$ cat src/rtl/mem_port.sv
// Memory-side stage: owns the program counter, the data address register, the address mux,
// the 256x16 RAM and the memory-mapped LED/switch ports. Read data comes back registered in mdata.
module mem_port #(
  parameter int                ADDR_W    = 9,
  parameter int                DATA_W    = 16,
  parameter int                RAM_DEPTH = 256,
  parameter logic [ADDR_W-1:0] LED_ADDR  = 9'h100,
  parameter logic [ADDR_W-1:0] SW_ADDR   = 9'h140
) (
  input  logic              clk,
  input  logic              reset,
  input  logic              load_pc,
  input  logic              reset_pc,
  input  logic              load_addr,
  input  logic              addr_sel,
  input  logic [1:0]        mem_cmd,
  input  logic [DATA_W-1:0] write_data,
  input  logic [7:0]        switches,
  output logic [DATA_W-1:0] mdata,
  output logic [ADDR_W-1:0] pc,
  output logic [ADDR_W-1:0] mem_addr,
  output logic [7:0]        leds,
  output logic              bad_cmd
);

  localparam int              IDX_W     = $clog2(RAM_DEPTH);
  localparam logic [ADDR_W:0] RAM_LIMIT = RAM_DEPTH[ADDR_W:0];

  localparam logic [1:0] CMD_NONE  = 2'b00;
  localparam logic [1:0] CMD_READ  = 2'b01;
  localparam logic [1:0] CMD_WRITE = 2'b10;
  localparam logic [1:0] CMD_BAD   = 2'b11;

  logic [ADDR_W-1:0] pc_q, pc_d;
  logic [ADDR_W-1:0] da_q, da_d;
  logic [DATA_W-1:0] mdata_q, mdata_d;
  logic [7:0]        leds_q, leds_d;
  logic              bad_cmd_q, bad_cmd_d;
  logic [7:0]        sw_s1_q, sw_s2_q;

  logic [DATA_W-1:0] ram [RAM_DEPTH];

  logic              ram_hit, led_hit, sw_hit;
  logic [IDX_W-1:0]  ram_idx;
  logic              ram_we;

  assign mem_addr = addr_sel ? pc_q : da_q;

  always_comb begin
    ram_hit = ({1'b0, mem_addr} < RAM_LIMIT);
    led_hit = (mem_addr == LED_ADDR);
    sw_hit  = (mem_addr == SW_ADDR);
    ram_idx = mem_addr[IDX_W-1:0];
  end

  always_comb begin
    pc_d = pc_q;
    if (load_pc) begin
      pc_d = reset_pc ? '0 : pc_q + 1'b1;
    end
    da_d = load_addr ? write_data[ADDR_W-1:0] : da_q;
  end

  // All memory side effects use the pre-edge mem_addr; PC/DA updates land next cycle.
  always_comb begin
    mdata_d   = mdata_q;
    leds_d    = leds_q;
    bad_cmd_d = bad_cmd_q;
    ram_we    = 1'b0;
    case (mem_cmd)
      CMD_READ: begin
        if (ram_hit)     mdata_d = ram[ram_idx];
        else if (sw_hit) mdata_d = {{(DATA_W-8){1'b0}}, sw_s2_q};
        else             mdata_d = '0;
      end
      CMD_WRITE: begin
        if (ram_hit)      ram_we = 1'b1;
        else if (led_hit) leds_d = write_data[7:0];
      end
      CMD_BAD:  bad_cmd_d = 1'b1;
      CMD_NONE: ;
      default:  ;
    endcase
  end

  always_ff @(posedge clk or negedge reset) begin
    if (!reset) begin
      pc_q      <= '0;
      da_q      <= '0;
      mdata_q   <= '0;
      leds_q    <= '0;
      bad_cmd_q <= 1'b0;
      sw_s1_q   <= '0;
      sw_s2_q   <= '0;
    end else begin
      pc_q      <= pc_d;
      da_q      <= da_d;
      mdata_q   <= mdata_d;
      leds_q    <= leds_d;
      bad_cmd_q <= bad_cmd_d;
      sw_s1_q   <= switches;
      sw_s2_q   <= sw_s1_q;
    end
  end

  // RAM contents survive reset, so the array sits outside the reset domain.
  always_ff @(posedge clk) begin
    if (ram_we) ram[ram_idx] <= write_data;
  end

  assign mdata   = mdata_q;
  assign pc      = pc_q;
  assign leds    = leds_q;
  assign bad_cmd = bad_cmd_q;

endmodule
$ cat config.mk
export PLATFORM = sky130hd
export DESIGN_NAME = mem_port
export DESIGN_NICKNAME = d
export VERILOG_FILES = /design/src/rtl/mem_port.sv
export SDC_FILE = /design/constraint.sdc
export NUM_CORES = 2
export LEC_CHECK = 0
export CORE_ASPECT_RATIO = 1.1
export CORE_MARGIN = 4
export CORE_UTILIZATION = 40
export CTS_CLUSTER_SIZE = 16
export DETAILED_ROUTE_END_ITERATION = 10
export DONT_BUFFER_PORTS = 1
export SYNTH_ARGS = -nofsm -noshare
export SYNTH_HDL_FRONTEND = slang
export SYNTH_SLANG_ARGS = --single-unit
$ cat constraint.sdc
create_clock -name clk -period 4.3 [get_ports clk]
set_input_delay 0.645 -clock clk [delete_from_list [all_inputs] [get_ports clk]]
set_output_delay 0.645 -clock clk [all_outputs]
set_load 0.03 [all_outputs]
## Word-level counts from Yosys, hierarchy flattened

Memories as Yosys holds them, arrays and structs flattened.
Cells that the tools add are included.

- Flip-flop bits (word level): 59
- Latch bits: 0
- Bits in writable memories: 4096
- ROM bits: 0
- Bits of input ports: 32
- Output and inout bits: 43
- Memories kept: 1

- $add $sub $neg: 1
- Multipliers: 0
- Divide/modulo/power cells: 0
- Magnitude comparators: 1
- Equal/unequal tests: 5
- Shifts and indexed selects: 0
- Muxes and demuxes: 8
- Bitwise logic cells: 1
- Reductions and logical operators: 1

Memories:

| name | depth | bits a word | read ports | clocked after memory_dff | write ports | line | text |
|---|---|---|---|---|---|---|---|
| ram | 256 | 16 | 1 | 0 | 1 | 41 | `logic [DATA_W-1:0] ram [RAM_DEPTH];` |

Operator list:

| kind | number |
|---|---|
| $eq A9 B9 Y1 const B | 2 |
| $mux W9 | 2 |
| $mux W16 | 1 |
| $add A9 B1 Y9 const B | 1 |
| $lt A9 B9 Y1 const B | 1 |
| $mux W8 | 1 |
| $eq A2 B2 Y1 const B | 2 |
| $mux W1 | 4 |
| $reduce_and A3 Y1 | 1 |
| $eq A2 B1 Y1 const B | 1 |
| $not A1 Y1 | 1 |

## Logic depth before layout (Yosys ltp)

- Word-level depth: 6
- Mapped depth: 16
- Gate-level depth less buffers: 9

## Worst setup path after synthesis

No wires, ideal clock.

- Kind: input to register
- Start point: input addr_sel
- End point: memory ram[154][0] (enable)
- Library setup time: 0.409 ns
- Arrival: 4.073 ns
- Slack: -0.182 ns
- Stages on the path: 11
- Buffers on the path: 7
- Cells stage by stage: buf_4 mux2i_4 inv_1 buf_2 buf_2 clkbuf_1 clkbuf_1 clkbuf_1 nand2_1 clkbuf_1 nor3_1

- Longest elaborated chain between the ends: 6

Ends and longest elaborated chain:

| element | line | text |
|---|---|---|
| from (decl) | 15 | `input logic addr_sel,` |
| $mux W9 * | 47 | `assign mem_addr = addr_sel ? pc_q : da_q;` |
| via mem_addr[1] | 21 | `output logic [ADDR_W-1:0] mem_addr,` |
| $lt A9 B9 Y1 | 50 | `ram_hit = ({1'b0, mem_addr} < RAM_LIMIT);` |
| $mux W1 | 77 | `if (ram_hit) ram_we = 1'b1;` |
| $mux W1 | 70 | `case (mem_cmd)` |
| $mux W1 | 108 | `if (ram_we) ram[ram_idx] <= write_data;` |
| $mux W1 (implied by the code) | 108 |  |
| to (decl) | 41 |  |

Mark *: on every way through the listed nets, which the timed path passes. The rest lies on a longest branch.

## Final worst setup path

- Start point: register pc_q[0], in the netlist pc[0]
- End point: register mdata_q[7], in the netlist mdata[7]

- Longest elaborated chain between the ends: 4

Ends and longest elaborated chain:

| element | line | text |
|---|---|---|
| from (decl) | 34 | `logic [ADDR_W-1:0] pc_q, pc_d;` |
| from (signal assigned) | 96 | `pc_q <= pc_d;` |
| $mux W9 * | 47 |  |
| parallel branches: the longest is 2 deep, another holds $mem_v2 Z256 W16 | -- |  |
| $mux W16 * | 72 | `if (ram_hit) mdata_d = ram[ram_idx];` |
| to (signal assigned) | 98 | `mdata_q <= mdata_d;` |
| to (decl) | 36 | `logic [DATA_W-1:0] mdata_q, mdata_d;` |

Every way passes the cells marked *.
A chain may end at the register's enable or synchronous reset.

==> out/results.ini <==
[placement]
dp.cells = 17350
port_buffers = 0
gp_congestion = 0.9148
dp_hpwl_um = 296700

[pwr]
p_comb_share_pct = 13.7
p_total_uw = 92880
clkPwrFrac_pct = 37.9
internal_power_uw = 67970
switching_share_pct = 26.82
p_per_area_mw_per_mm2 = 491.0
p_sw_uw = 24910
p_seq_share_pct = 48.4
peakVddDrop_mv = 0.3578
p_leak_uw = 0.06444

[worst_hold_path]
hp-class = in2reg

[synthesis]
synth_commonest_cells = 4096 x edfxtp_1, 3312 x nand2_1, 1016 x a21oi_1, 1012 x nand3_1, 406 x mux2i_1
netlist_area_mm2 = 0.1627
synthXorXnorAreaFrac_pct = 0.02153
synth_top_cell_area_share_pct = 75.58
ys_ff_latch = 4155
syn_nets = 11900
synth-compound-area-share_pct = 5.827
avgSynthCellArea_um2 = 13.71
yosysMostFrequentCell = edfxtp_1
synth_flop_cell = edfxtp_1
synth-async-reset-ratio_pct = 1.420
yosysUniqueCellTypes = 71
synth_area_leaders = edfxtp_1 76%, nand2_1 7.6%, a21oi_1 3.1%
yosys_warnings = 0
synth_top_area_cell = edfxtp_1
ys_seq_area_share_pct = 76.48
synth-edff-count = 4096
synthCells = 11870
synth_top_family_by_area = simple AND/OR/NAND/NOR gates
synth-adder-area-share_pct = 0.007688
synthMuxAreaShare_pct = 3.009
synth-simple-area-share_pct = 12.55

[worst_setup_path]
worstPathCellList = mux2i_4, buf_12, clkinv_16, buf_12, buf_12, nand2_1, a21oi_1, or4_1, o41ai_1, a41oi_1, buf_4, nor4_1, o21ai_0
slowest_stage = or4_1
crit_path_end_kind = flip-flop
cp_slowest_stage_delay_ns = 0.58
critical_path_required_ns = 5.14
start_kind = flip-flop
arrival_ns = 5.07
crit_path_max_fanout = 46
crit_type = reg2reg
cp_common_cell = buf_12

[drt]
wl_per_cell_um = 29.57
vias = 105400
drtPass1Iterations = 8
detail-route-antenna-nets = 0
drtIter0Drc = 15930
drt-total-wl_um = 537800
vias_per_cell = 5.796
drcViolationCount = 0

[clocking]
cts_tree = yes
clock_latency_ns = 1.04
clk_pin_slew_ns = 0.06
cts.sinks = 4155
htreeDepth = 5
clock-root-buffer = clkbuf_16
clk_path_buf_depth = 4
cts_made_buffers = 402

[floorplanning]
die_h_um = 677.0
core_mm2 = 0.4049
die-area_mm2 = 0.4171
initial_utilization_pct = 40.19
num_io_pins = 75
dieWidth_um = 616.2
num_rows = 245

[timing]
setup_viol = 0
fin_crit_ns = 4.222
finClkSkew_ns = 0.1184
slew_viol_final = 162
hold_viol_final = 0
maxSlewHeadroom_pct = -29.34
post-route-period-util_pct = 98.18
tightest_slew_ns = 1.940
fmax_mhz = 236.9

[final_layout]
post-route-util_pct = 46.72
fillers = 35100
fin_cells = 18190
synthToLayoutAreaGrowth_pct = 16.25
drive_above_1_share_pct = 13.08
layout.nets = 12430

[status]
status = finished, violations left
violations = max-slew violations

[grt]
antenna_found_initial = 34
grt_pass1_vias = 97500
gr-usage-all-layers_pct = 24.85
grt_max_degree = 213
grt_pass1_wl_um = 750600
overflow = 0

[run]
max-cap-violations = 0

==> layout by cell type, fill, tap and decap left out, types with 103 or more instances in the layout <==
cell type	count
mux2i_1	404
a21oi_1	1015
clkbuf_16	405
o41ai_1	103
edfxtp_1	4096
buf_12	138
o22ai_1	187
buf_4	696
or4_1	132
nand2_1	3309
nand3_1	996
nor2_1	190
==> stage by stage <==
| step | instance area, um2 | setup WS, ns | hold slack, ns | TNS [ns] |
|---|---|---|---|---|
| 2_1_floorplan | 162800 | -0.1825 | 0.3312 | -69.18 |
| 3_3_place_gp | 174600 | -0.8758 | 0.3360 | -2.227 |
| 3_5_place_dp | 174600 | -0.8792 | 0.3347 | -2.435 |
| 4_1_cts | 189000 | 0.04133 | 0.001281 | 0 |
| 5_1_grt | 189100 | -0.01391 | 0.005923 | -0.02656 |
| 6_report | 189200 | 0.07813 | 0.03450 | 0 |
==> worst paths after layout <==
| kind | depth (start not counted) | slack (ns) | end | startpoint |
|---|---|---|---|---|
| max reg2reg | 13 | 0.08 | mdata[7] | pc[0] |
| min reg2reg | 0 | 0.33 | sw_s2_q[6] | sw_s1_q[6] |
| min in group asynchronous | 2 | 0.45 | bad_cmd | reset |
| min | 1 | 0.03 | ram[4][15] | write_data[15] |
| max in group asynchronous | 2 | 3.40 | leds[4] | reset |
| max | 13 | 0.08 | mdata[7] | pc[0] |
==> cell families after synthesis <==
kind of cell,after synthesis
flops,4155
buf+inv,784
xor+xnor,4
mux,456
fa+ha+maj,1
compound gates,1598
simple gates,4870
==> flip-flops by register name, summed over array words and instances (netlist names) <==
signal / count
mdata: 16
leds: 8
ram: 4096
bad_cmd: 1
sw_s2_q: 8
pc: 9
sw_s1_q: 8
da_q: 9
==> power by group through the flow <==
| stage | Combinational (uW) | Sequential (uW) | Clock, uW |
|---|---|---|---|
| after detailed placement | 11700 | 45800 | 0 |
| after global placement | 11700 | 45800 | 0 |
| after global routing | 13300 | 44900 | 37200 |
| after floorplan | 6140 | 45600 | 0 |
| after CTS | 12500 | 44900 | 35500 |
| final | 12700 | 45000 | 35200 |
==> area by class of cell <==
| class | count | area [um2] | share of cell area (%) |
|---|---|---|---|
| repair buffers | 893 | 9069 | 4.794 |
| inverters | 10 | 81.33 | 0.04299 |
| diodes | 28 | 70.07 | 0.03704 |
| well taps | 5434 | 6799 | 3.594 |
| clock buffers | 499 | 10580 | 5.591 |
| clock inverters | 239 | 2434 | 1.286 |
| repair inverters | 1 | 11.26 | 0.005952 |
| flip-flops and latches | 4155 | 124500 | 65.79 |
| multi-input cells | 6929 | 35670 | 18.85 |
==> critical path, delay by kind of cell, from the launching register on <==
kind	cells	cell delay, ns
and+or+nand+nor	3	0.92
muxes	1	0.24
DFF	1	0.54
AOI/OAI and AO/OA	4	1.12
buffers and inverters	5	1.17
==> metal layers <==
metal	share of wire [%]	global-route usage, %	vias to the layer above	routed length, um
met5	0.022	0	-	116
met2	45	38.32	6116	244300
met3	10	4.796	1046	56120
li1	-	-	44960	-
met4	5.5	11.51	18	29770
met1	39	34.11	53280	207400
==> repair_timing <==
action,CTS,global route
gates cloned,0,1
hold endpoints to repair,1523,0
gates resized for setup,8,9
endpoints found under the setup margin,5,7
setup buffers,2,0
hold buffers,74,0
pin swaps,0,2
(Power assumes the default switching activity.)
